File: src/rtl/if_id_stage_pkg.sv
// Shared pipeline definitions: IF/ID control state encoding, the NOP word
// injected on a squash, and the register-match helper used by hazard detection.
package if_id_stage_pkg;

    typedef enum logic [1:0] {
        ST_RUN   = 2'd0,
        ST_STALL = 2'd1,
        ST_FLUSH = 2'd2
    } id_state_e;

    localparam logic [31:0] NOP_INSTR = 32'h0000_0000;

    // True when register r is one of the instruction's source fields (rs or rt).
    function automatic logic reads_reg(input logic [31:0] instr, input logic [4:0] r);
        return (r == instr[25:21]) || (r == instr[20:16]);
    endfunction

endpackage

File: src/rtl/sat_counter.sv
// Event counter that saturates at all-ones instead of wrapping.
module sat_counter #(
    parameter int CNT_W = 16
) (
    input  logic             clk,
    input  logic             rst,
    input  logic             inc,
    output logic [CNT_W-1:0] count
);

    localparam logic [CNT_W-1:0] ONE = {{(CNT_W-1){1'b0}}, 1'b1};
    localparam logic [CNT_W-1:0] MAX = {CNT_W{1'b1}};

    logic [CNT_W-1:0] count_q;
    logic [CNT_W-1:0] count_d;

    // Next value: step on inc unless already pinned at the ceiling.
    always_comb begin
        count_d = count_q;
        if (inc && (count_q != MAX)) begin
            count_d = count_q + ONE;
        end else begin
            count_d = count_q;
        end
    end

    // Count register with asynchronous clear.
    always_ff @(posedge clk or posedge rst) begin
        if (rst) begin
            count_q <= {CNT_W{1'b0}};
        end else begin
            count_q <= count_d;
        end
    end

    assign count = count_q;

endmodule

File: src/rtl/if_id_stage.sv
// IF/ID pipeline register with load-use stall, branch flush and
// saturating stall/flush performance counters.
module if_id_stage
    import if_id_stage_pkg::*;
#(
    parameter int CNT_W = 16
) (
    input  logic             clk,
    input  logic             rst,
    input  logic [31:0]      instruction_IF,
    input  logic [31:0]      PC_sumado_IF,
    input  logic             MemRead_EX,
    input  logic [4:0]       rt_EX,
    input  logic             flush_req,
    output logic [31:0]      instruction_ID,
    output logic [31:0]      PC_sumado_ID,
    output logic             valid_ID,
    output logic             PC_write,
    output logic             bubble_ID,
    output logic [1:0]       state_ID,
    output logic [CNT_W-1:0] stall_count,
    output logic [CNT_W-1:0] flush_count
);

    id_state_e   state_q, state_d;
    logic [31:0] instr_q, instr_d;
    logic [31:0] pc_q, pc_d;
    logic        valid_q, valid_d;
    logic        hazard_s;
    logic        stall_s;

    // A squashed slot never matches, so a NOP after a flush cannot stall.
    assign hazard_s = MemRead_EX & valid_q & (rt_EX != 5'd0) & reads_reg(instr_q, rt_EX);
    assign stall_s  = hazard_s & ~flush_req;

    // FSM state register.
    always_ff @(posedge clk or posedge rst) begin
        if (rst) begin
            state_q <= ST_RUN;
        end else begin
            state_q <= state_d;
        end
    end

    // FSM next state: flush dominates stall, stall dominates run.
    always_comb begin
        state_d = ST_RUN;
        if (flush_req) begin
            state_d = ST_FLUSH;
        end else if (hazard_s) begin
            state_d = ST_STALL;
        end else begin
            state_d = ST_RUN;
        end
    end

    // FSM outputs: freeze fetch only on a stall; a flush lets the PC take the target.
    always_comb begin
        PC_write  = 1'b1;
        bubble_ID = hazard_s | flush_req;
        if (stall_s) begin
            PC_write = 1'b0;
        end else begin
            PC_write = 1'b1;
        end
    end

    assign state_ID = state_q;

    // Pipeline register next value: squash, hold, or advance.
    always_comb begin
        instr_d = instr_q;
        pc_d    = pc_q;
        valid_d = valid_q;
        if (flush_req) begin
            instr_d = NOP_INSTR;
            pc_d    = 32'h0000_0000;
            valid_d = 1'b0;
        end else if (hazard_s) begin
            instr_d = instr_q;
            pc_d    = pc_q;
            valid_d = valid_q;
        end else begin
            instr_d = instruction_IF;
            pc_d    = PC_sumado_IF;
            valid_d = 1'b1;
        end
    end

    // IF/ID pipeline register; reset discards any held instruction.
    always_ff @(posedge clk or posedge rst) begin
        if (rst) begin
            instr_q <= NOP_INSTR;
            pc_q    <= 32'h0000_0000;
            valid_q <= 1'b0;
        end else begin
            instr_q <= instr_d;
            pc_q    <= pc_d;
            valid_q <= valid_d;
        end
    end

    assign instruction_ID = instr_q;
    assign PC_sumado_ID   = pc_q;
    assign valid_ID       = valid_q;

    sat_counter #(.CNT_W(CNT_W)) u_stall_cnt (
        .clk   (clk),
        .rst   (rst),
        .inc   (stall_s),
        .count (stall_count)
    );

    sat_counter #(.CNT_W(CNT_W)) u_flush_cnt (
        .clk   (clk),
        .rst   (rst),
        .inc   (flush_req),
        .count (flush_count)
    );

endmodule

File: config.mk
export PLATFORM = sky130hd
export DESIGN_NAME = if_id_stage
export DESIGN_NICKNAME = d
export VERILOG_FILES = /design/src/rtl/if_id_stage_pkg.sv /design/src/rtl/sat_counter.sv /design/src/rtl/if_id_stage.sv
export SDC_FILE = /design/constraint.sdc
export NUM_CORES = 1
export LEC_CHECK = 0
export ABC_CLOCK_PERIOD_IN_PS = 4800
export CAP_MARGIN = 20
export CORE_ASPECT_RATIO = 1.5
export CORE_MARGIN = 10
export CORE_UTILIZATION = 35
export CTS_BUF_LIST = sky130_fd_sc_hd__clkbuf_8
export DETAILED_ROUTE_END_ITERATION = 10
export DONT_BUFFER_PORTS = 1
export PLACE_DENSITY = 0.47
export SYNTH_ARGS = -nofsm -noshare
export SYNTH_HDL_FRONTEND = slang
export SYNTH_SLANG_ARGS = --single-unit
File: constraint.sdc
create_clock -name clk -period 4.8 [get_ports clk]
set_clock_uncertainty 0.15 [all_clocks]
set_input_delay 0.96 -clock clk [delete_from_list [all_inputs] [get_ports clk]]
set_output_delay 0.96 -clock clk [all_outputs]
set_load 0.005 [all_outputs]
==> metrics.csv, run 1 <==
stage;metric;value;unit
timing;slew_headroom;36.57;%
clock_tree;clkTransAtPathRegs;0.09;ns
synth;synth_edf_count;0;
flow_run;cap_violations;0;
clock_tree;post-cts-setup-buffers;0;
routing;detail_route.wl_per_cell;20.04;um
timing;rsz0062_at_grt;false;
worst_setup_path;cp_max_fo;9;
worst_setup_path;worstSetupPathType;primary input to output port;
pwr;max-vdd-ir-drop;0.0001278;V
place;io_buffers;0;
clock_tree;insertion_delay;0.37;ns
timing;tns;0;ns
worst_setup_path;critPathSlowestCell;or4_4;
routing;ant_nets;0;
clock_tree;holdBufCountCts;0;
worst_setup_path;r2r_slack;2.45;ns
clock_tree;htree_levels;3;
global_route;grt.total_usage;13.04;%
layout;antenna_cells;0;
place;hpwlAfterDp;8870;um
routing;route.detailed.drc;0;
timing;fin_hold_ws;0.3770;ns
synth;syn_avg_cell_area;10.41;um^2
layout;syn_to_final_growth;6.923;%
synth;async_flop_share;100.0;%
synth;synthCells;446;
synth;synth_top_area_share;53.34;%
min_path;hold_path_class;register to register;
worst_setup_path;cpPeakStageDelay;0.53;ns
global_route;grt_pass1_wl;19230;um
worst_setup_path;arrival;2.07;ns
clock_tree;cts_resized;0;
layout;drive_above_1_share;7.449;%
layout;final_nets;513;
timing;min_period;3.182;ns
routing;dr.pass1.iters;4;
worst_setup_path;required;3.69;ns
synth;synth.area.top_cells;dfrtp_1 (53%), mux2i_1 (14%), nand2_1 (11%);
timing;finalHoldViolations;0;
place;place.gp.congestion;0.8046;
synth;synth_seq_area_share;53.34;%
pwr;p_leak;2.130;nW
worst_setup_path;r2r-start;instruction_ID[24];
global_route;grt_start_max_net_pins;91;
pwr;power.density;333.7;mW/mm^2
synth;netlist_area;0.004644;mm^2
floorplan;rows;51;
synth;synthDistinctLibCells;37;
floorplan;start_util;35.68;%
min_path;min_to;u_flush_cnt.count[15];
routing;via_per_inst;5.191;
min_path;hold-path-cell-count;1;
floorplan;io_pins;174;
timing;period_share;66.30;%
synth;synth-seq-cells;99;
timing;drv_slew;0;
timing;fmax;314.2;MHz
min_path;min_from;u_flush_cnt.count[15];
global_route;antenna_found_initial;0;
clock_tree;clock-root-buffer;clkbuf_8;
routing;drtIter0Drc;136;
clock_tree;numCtsBuffers;9;
clock_tree;clock-sinks;99;
synth;yosysTopAreaCell;dfrtp_1;
routing;via_count;3125;
clock_tree;cts_buffer_depth;2;
layout;fillers;1329;
run_status;outcome;finished clean;
timing;worst_pin_slew;0.9515;ns
worst_setup_path;reg2reg_depth;7;
floorplan;die_h;161.1;um
global_route;grt_pass1_vias;3372;
worst_setup_path;r2r-end;instruction_ID[26];
floorplan;dieArea;0.01837;mm^2
synth;synth_nets;521;
synth;ys_warn_count;0;
floorplan;die_x;114.1;um
timing;finalSetupViolations;0;
clock_tree;cts_tree;built;
worst_setup_path;end_kind;output port;
global_route;overflow;0;
worst_setup_path;worstPathCellList;or4_4 -> o211ai_4 -> o21ai_0;
worst_setup_path;start_kind;primary input;
routing;totalWireLength;12070;um
synth;dominantRegCellSynth;dfrtp_1;
floorplan;core;0.01302;mm^2
==> kinds of logic after synthesis <==
kind of cell	synth area share [%]
AOI/OAI and AO/OA	2.263
xor gates and xnor gates	6.789
adders and majority gates	0.5387
buffers and inverters	2.451
DFF	53.34
muxes	14.60
and+or+nand+nor	20.02
==> critical path, delay by kind of cell <==
kind,cells,cell delay [ns]
and+or+nand+nor,1,0.53
AOI/OAI and AO/OA,2,0.58
==> power by group <==
group	internal, mW	switching (mW)	total (mW)
Sequential	0.899	0.0905	0.989
Clock	0.192	0.308	0.500
Combinational	0.0727	0.0955	0.168
==> sequential cells by signal, indices dropped and copies added, names as in the netlist <==
name / count
u_flush_cnt.count: 16
valid_ID: 1
u_stall_cnt.count: 16
instruction_ID: 32
PC_sumado_ID: 32
state_ID: 2
==> metrics by stage <==
stage	cells	cell area [um^2]	util, %	setup slack (ns)	total power [mW]
floorplan	446	4644	-	1.100	1.121
global placement	586	4787	36.77	1.604	1.175
detailed placement	586	4787	36.77	1.600	1.183
CTS	602	4966	38.15	1.604	1.691
global route	602	4966	38.15	1.573	1.764
finish	602	4966	38.15	1.618	1.657
==> layout make-up <==
cell class | count | area, um^2 | share of cell area [%]
Clock buffer | 9 | 123.9 | 2.494
Clock inverter | 7 | 55.05 | 1.109
Inverter | 4 | 20.02 | 0.4031
Timing Repair Buffer | 5 | 37.54 | 0.7559
Sequential cell | 99 | 2477 | 49.89
Tap cell | 159 | 198.9 | 4.006
Multi-Input combinational cell | 319 | 2053 | 41.35
==> routing by layer <==
layer | GRT usage, % | up-vias | part of all wire (%)
met5 | 0 | - | 0
met4 | 5.429 | 0 | 2.4
met3 | 7.119 | 19 | 13
met2 | 20.98 | 136 | 48
met1 | 13.77 | 1491 | 36
li1 | - | 1479 | -
==> how the worst max path moves through the flow <==
stage,cells after the start,endpoint,startpoint
after global routing,4,PC_write,rt_EX[1]
final,3,bubble_ID,rt_EX[1]
after detailed placement,3,bubble_ID,rt_EX[1]
after global placement,3,bubble_ID,rt_EX[1]
after floorplan,1,PC_sumado_ID[0],rst
after CTS,3,bubble_ID,rt_EX[1]
==> synth_stat cells (all sizes together), types with 4 or more instances <==
cell type  number
nand2         140
dfrtp          99
mux2i          64
xor2           25
clkbuf         17
nand4          11
xnor2          11
nand3           9
nor2            9
nor3            8
nor4            8
buf             7
and4            6
and3            4
==> cell usage in the layout (no fill, tap or decap), types with 2 or more instances in the layout <==
cell,instances
a21oi_1,2
and3_1,4
and4_1,6
buf_4,5
clkbuf_8,9
clkinv_4,4
dfrtp_1,99
ha_1,2
inv_1,3
inv_4,2
mux2_2,2
mux2i_1,64
nand2_1,140
nand3_1,9
nand4_1,11
nor2_1,8
nor3_1,6
nor4_1,8
nor4b_1,3
o21ai_0,2
xnor2_1,11
xor2_1,25
Power figures use the tool's default switching activity.
==> run 2, diff against run 1 <==
--- a/config.mk
+++ b/config.mk
@@ -5,7 +5,7 @@
 export SDC_FILE = /design/constraint.sdc
 export NUM_CORES = 1
 export LEC_CHECK = 0
-export ABC_CLOCK_PERIOD_IN_PS = 4800
+export ABC_CLOCK_PERIOD_IN_PS = 3250
 export CAP_MARGIN = 20
 export CORE_ASPECT_RATIO = 1.5
 export CORE_MARGIN = 10
==> constraint.sdc (replaced) <==
create_clock -name clk -period 3.25 [get_ports clk]
set_clock_uncertainty 0.15 [all_clocks]
set_input_delay 0.65 -clock clk [delete_from_list [all_inputs] [get_ports clk]]
set_output_delay 0.65 -clock clk [all_outputs]
set_load 0.005 [all_outputs]
==> metrics.csv, run 2 (synthesis results as in run 1) <==
stage;metric;value;unit
run_status;outcome;finished clean;
clock_tree;clkTransAtPathRegs;0.10;ns
layout;mostFrequentLayoutCells;nand2_1 (140), dfrtp_1 (99), mux2i_1 (64);
worst_setup_path;required;2.45;ns
timing;tns;0;ns
global_route;grt.total_usage;13.01;%
routing;ant_nets;0;
routing;drtIter0Drc;108;
floorplan;io_pins;174;
routing;detail_route.wl_per_cell;20.27;um
routing;via_count;3137;
routing;via_per_inst;5.220;
timing;min_period;2.687;ns
clock_tree;cts_buffer_depth;2;
floorplan;rows;51;
clock_tree;htree_levels;3;
pwr;power.density;499.6;mW/mm^2
timing;period_share;82.69;%
global_route;antenna_found_initial;0;
floorplan;core;0.01302;mm^2
global_route;grt_pass1_vias;3424;
routing;dr.pass1.iters;4;
routing;totalWireLength;12180;um
pwr;p_leak;2.142;nW
worst_setup_path;reg2reg_depth;6;
layout;stdcell_area;0.005010;mm^2
floorplan;dieArea;0.01837;mm^2
clock_tree;holdBufCountCts;0;
global_route;grt_pass1_wl;19250;um
worst_setup_path;r2r_slack;0.94;ns
layout;syn_to_final_growth;7.866;%
place;io_buffers;0;
floorplan;start_util;35.68;%
global_route;overflow;0;
worst_setup_path;r2r-end;instruction_ID[12];
layout;final_nets;512;
clock_tree;cts_resized;0;
layout;fin_util;38.49;%
place;place.gp.congestion;0.7904;
floorplan;die_x;114.1;um
clock_tree;cts_tree;built;
timing;slew_headroom;47.22;%
clock_tree;clock-sinks;99;
pwr;max-vdd-ir-drop;0.0002223;V
routing;route.detailed.drc;0;
layout;antenna_cells;0;
timing;finalHoldViolations;0;
layout;final_common_cell;nand2_1;
timing;worst_pin_slew;0.7900;ns
flow_run;cap_violations;0;
place;placed_cell_area;0.004817;mm^2
floorplan;die_h;161.1;um
timing;rsz0062_at_grt;false;
timing;drv_slew;0;
worst_setup_path;cp_max_fo;12;
worst_setup_path;end_kind;output port;
clock_tree;numCtsBuffers;9;
clock_tree;clock-root-buffer;clkbuf_8;
clock_tree;insertion_delay;0.36;ns
worst_setup_path;worstSetupPathType;register to output port;
timing;finalSetupViolations;0;
layout;drive_above_1_share;7.240;%
worst_setup_path;arrival;1.89;ns
worst_setup_path;r2r-start;instruction_ID[24];
min_path;hold_path_class;primary input to asynchronous set/reset pin;
timing;fmax;372.1;MHz
worst_setup_path;start_kind;register;
place;hpwlAfterDp;8893;um
global_route;grt_start_max_net_pins;93;
clock_tree;post-cts-setup-buffers;0;
## run 2: through the flow
step           worst slack, ns  std cells  hold WS, ns  power [mW]
3_3_place_gp            0.6716        585       0.3722       1.740
4_1_cts                 0.4831        601       0.1474       2.570
5_1_grt                 0.3434        601       0.1392       2.648
3_5_place_dp            0.6673        585       0.3751       1.754
6_report                0.5626        601       0.1394       2.503
2_1_floorplan           0.7654        446       0.3274       1.656
## run 2: worst max-delay path by stage
stage,from,to
floorplan,rt_EX[2],PC_write
global placement,rt_EX[1],PC_write
detailed placement,rt_EX[1],PC_write
CTS,instruction_ID[21],bubble_ID
global route,instruction_ID[21],bubble_ID
finish,instruction_ID[21],bubble_ID
## run 2: final cells by class
type	count	area, um^2
timing repair buffer	4	67.56
clock inverter	7	68.82
tap	159	198.9
clock buffer	9	123.9
fill	1312	8008
multi-input combinational	319	2053
sequential	99	2477
inverter	4	20.02
## run 2: where the power goes
group / internal (mW) / switching, mW
Combinational: 0.111 / 0.144
Clock: 0.355 / 0.433
Sequential: 1.33 / 0.133
## run 2: routing by layer
layer	track usage [%]	vias up	share of wire, %
met1	13.64	1520	37
met5	0	-	0
met3	5.970	12	11
met2	21.94	129	50
li1	-	1476	-
met4	5.200	0	1.9
## run 2: worst max-delay path, cell delays in order, from the launching register on
cell and delay, ns:
dfrtp_1 0.45, xor2_1 0.17, nor2_1 0.07, a22oi_2 0.60, o21ai_0 0.24
==> run 3, diff against run 2 <==
--- a/config.mk
+++ b/config.mk
@@ -5,7 +5,7 @@
 export SDC_FILE = /design/constraint.sdc
 export NUM_CORES = 1
 export LEC_CHECK = 0
-export ABC_CLOCK_PERIOD_IN_PS = 3250
+export ABC_CLOCK_PERIOD_IN_PS = 2150
 export CAP_MARGIN = 20
 export CORE_ASPECT_RATIO = 1.5
 export CORE_MARGIN = 10
@@ -13,7 +13,7 @@
 export CTS_BUF_LIST = sky130_fd_sc_hd__clkbuf_8
 export DETAILED_ROUTE_END_ITERATION = 10
 export DONT_BUFFER_PORTS = 1
-export PLACE_DENSITY = 0.47
+export PLACE_DENSITY = 0.49
 export SYNTH_ARGS = -nofsm -noshare
 export SYNTH_HDL_FRONTEND = slang
 export SYNTH_SLANG_ARGS = --single-unit
==> constraint.sdc (replaced) <==
create_clock -name clk -period 2.15 [get_ports clk]
set_clock_uncertainty 0.15 [all_clocks]
set_input_delay 0.43 -clock clk [delete_from_list [all_inputs] [get_ports clk]]
set_output_delay 0.43 -clock clk [all_outputs]
set_load 0.005 [all_outputs]
==> metrics.csv, run 3 (synthesis results as in run 1) <==
stage;metric;value;unit
worst_setup_path;worstPathCellList;xor2_1 -> nor3_2 -> a22oi_2 -> nor3_2 -> inv_1;
timing;finalHoldViolations;0;
global_route;grt_pass1_vias;3527;
timing;rsz0062_at_grt;true;
floorplan;core;0.01302;mm^2
place;dp_worst_setup_slack;0.03224;ns
clock_tree;clkTransAtPathRegs;0.10;ns
run_status;violations;setup timing;
layout;stdcell_area;0.005416;mm^2
pwr;p_leak;2.362;nW
min_path;hold_path_class;primary input to register;
layout;antenna_cells;0;
layout;ff_latch_area;0.002477;mm^2
timing;fmax;462.9;MHz
pwr;max-vdd-ir-drop;0.0002659;V
clock_tree;cts_tree;built;
clock_tree;insertion_delay;0.35;ns
routing;wl_met3;1513;um
layout;mostFrequentLayoutCells;nand2_1 (140), dfrtp_1 (99), mux2i_1 (64);
timing;drv_slew;0;
timing;period_share;100.5;%
worst_setup_path;cpPeakStageDelay;0.44;ns
worst_setup_path;end_kind;output port;
layout;final_nets;551;
place;place.gp.congestion;0.7700;
routing;route.detailed.drc;0;
worst_setup_path;required;1.57;ns
worst_setup_path;arrival;1.58;ns
routing;drt-met1-wl;4486;um
routing;totalWireLength;12510;um
floorplan;rows;51;
floorplan;io_pins;174;
layout;drive_above_1_share;15.87;%
routing;dr_wl_met2;6280;um
floorplan;start_util;35.68;%
routing;routed.top_layer;met5;
worst_setup_path;worstSetupPathType;register to output port;
place;io_buffers;0;
layout;fin_util;41.61;%
global_route;grt.total_usage;13.33;%
pwr;power.density;727.7;mW/mm^2
place;placed_cell_area;0.005056;mm^2
timing;setup_ws;-0.01027;ns
timing;min_period;2.160;ns
timing;worst_pin_slew;0.5696;ns
layout;multi_input_area;0.002100;mm^2
floorplan;dieArea;0.01837;mm^2
global_route;overflow;0;
layout;syn_to_final_growth;16.62;%
worst_setup_path;start_kind;register;
worst_setup_path;r2r_slack;0.07;ns
flow_run;cap_violations;0;
timing;slew_headroom;62.03;%
run_status;outcome;finished with violations;
worst_setup_path;cp_max_fo;4;
clock_tree;clock-sinks;99;
worst_setup_path;crit_path_frequent_cell;nor3_2;
routing;via_per_inst;5.121;
clock_tree;clock-root-buffer;clkbuf_8;
clock_tree;cts_buffer_depth;2;
global_route;antenna_found_initial;1;
global_route;grt_pass1_wl;19590;um
routing;via_count;3267;
routing;detail_route.wl_per_cell;19.61;um
routing;dr.pass1.iters;4;
timing;finalSetupViolations;1;
clock_tree;numCtsBuffers;9;
global_route;grt_start_max_net_pins;128;
place;hpwlAfterDp;9034;um
layout;final_common_cell;nand2_1;
routing;drtIter0Drc;119;
routing;ant_nets;0;
worst_setup_path;critPathSlowestCell;dfrtp_1;
clock_tree;htree_levels;3;
floorplan;die_x;114.1;um
floorplan;die_h;161.1;um
layout;fillers;1325;
[run 3: what timing repair did]
| item | in CTS | in global routing |
|---|---|---|
| endpoints found under the setup margin | 2 | 15 |
| pin swaps | 1 | 1 |
| resized for setup | 4 | 6 |
| setup buffers | 2 | 3 |
| cloned | 0 | 2 |
| hold endpoints to repair | 101 | 0 |
| hold buffers | 2 | 0 |
[run 3: through the flow]
stage	hold slack, ns	power (mW)	setup TNS (ns)	std cells
final	0.04768	3.941	-0.01027	638
after global routing	0.02937	4.166	-0.4671	638
after CTS	0.01174	4.024	-0.09179	633
after detailed placement	0.3135	2.705	0	615
after global placement	0.3134	2.678	0	615
after floorplan	0.3114	2.503	0	446
[run 3: metal layers]
metal / GRT usage, % / vias up
li1: - / 1552
met1: 13.29 / 1580
met2: 22.61 / 118
met3: 7.267 / 15
met4: 4.971 / 2
met5: 0 / -
[run 3: where the power goes]
part           internal [mW]  switching, mW
clock network          0.644          0.632
logic                  0.221          0.269
registers               2.01          0.169
total                   2.87           1.07
[run 3: final timing paths]
check	from	to	depth (start not counted)
worst max register to register	instruction_ID[24]	u_stall_cnt.count[1]	7
worst min register to register	u_flush_cnt.count[14]	u_flush_cnt.count[14]	1
min in group asynchronous	rst	PC_sumado_ID[11]	3
worst max-delay path	instruction_ID[24]	PC_write	5
worst min-delay path	PC_sumado_IF[17]	PC_sumado_ID[17]	2
max in group asynchronous	rst	PC_sumado_ID[28]	3
[run 3: layout make-up]
cell class,instances,share of cell area [%]
sequential,99,45.74
multi-input combinational,319,38.76
tap,159,3.673
timing repair buffer,43,7.692
clock inverter,5,1.455
inverter,4,0.3927
clock buffer,9,2.287
[run 3: worst max-delay path, delay by kind of cell (launching register included)]
kind                      cells  cell delay, ns
and+or+nand+nor               2            0.38
xor gates and xnor gates      1            0.17
AOI/OAI and AO/OA             1            0.15
buffers and inverters         1            0.09
DFF                           1            0.44
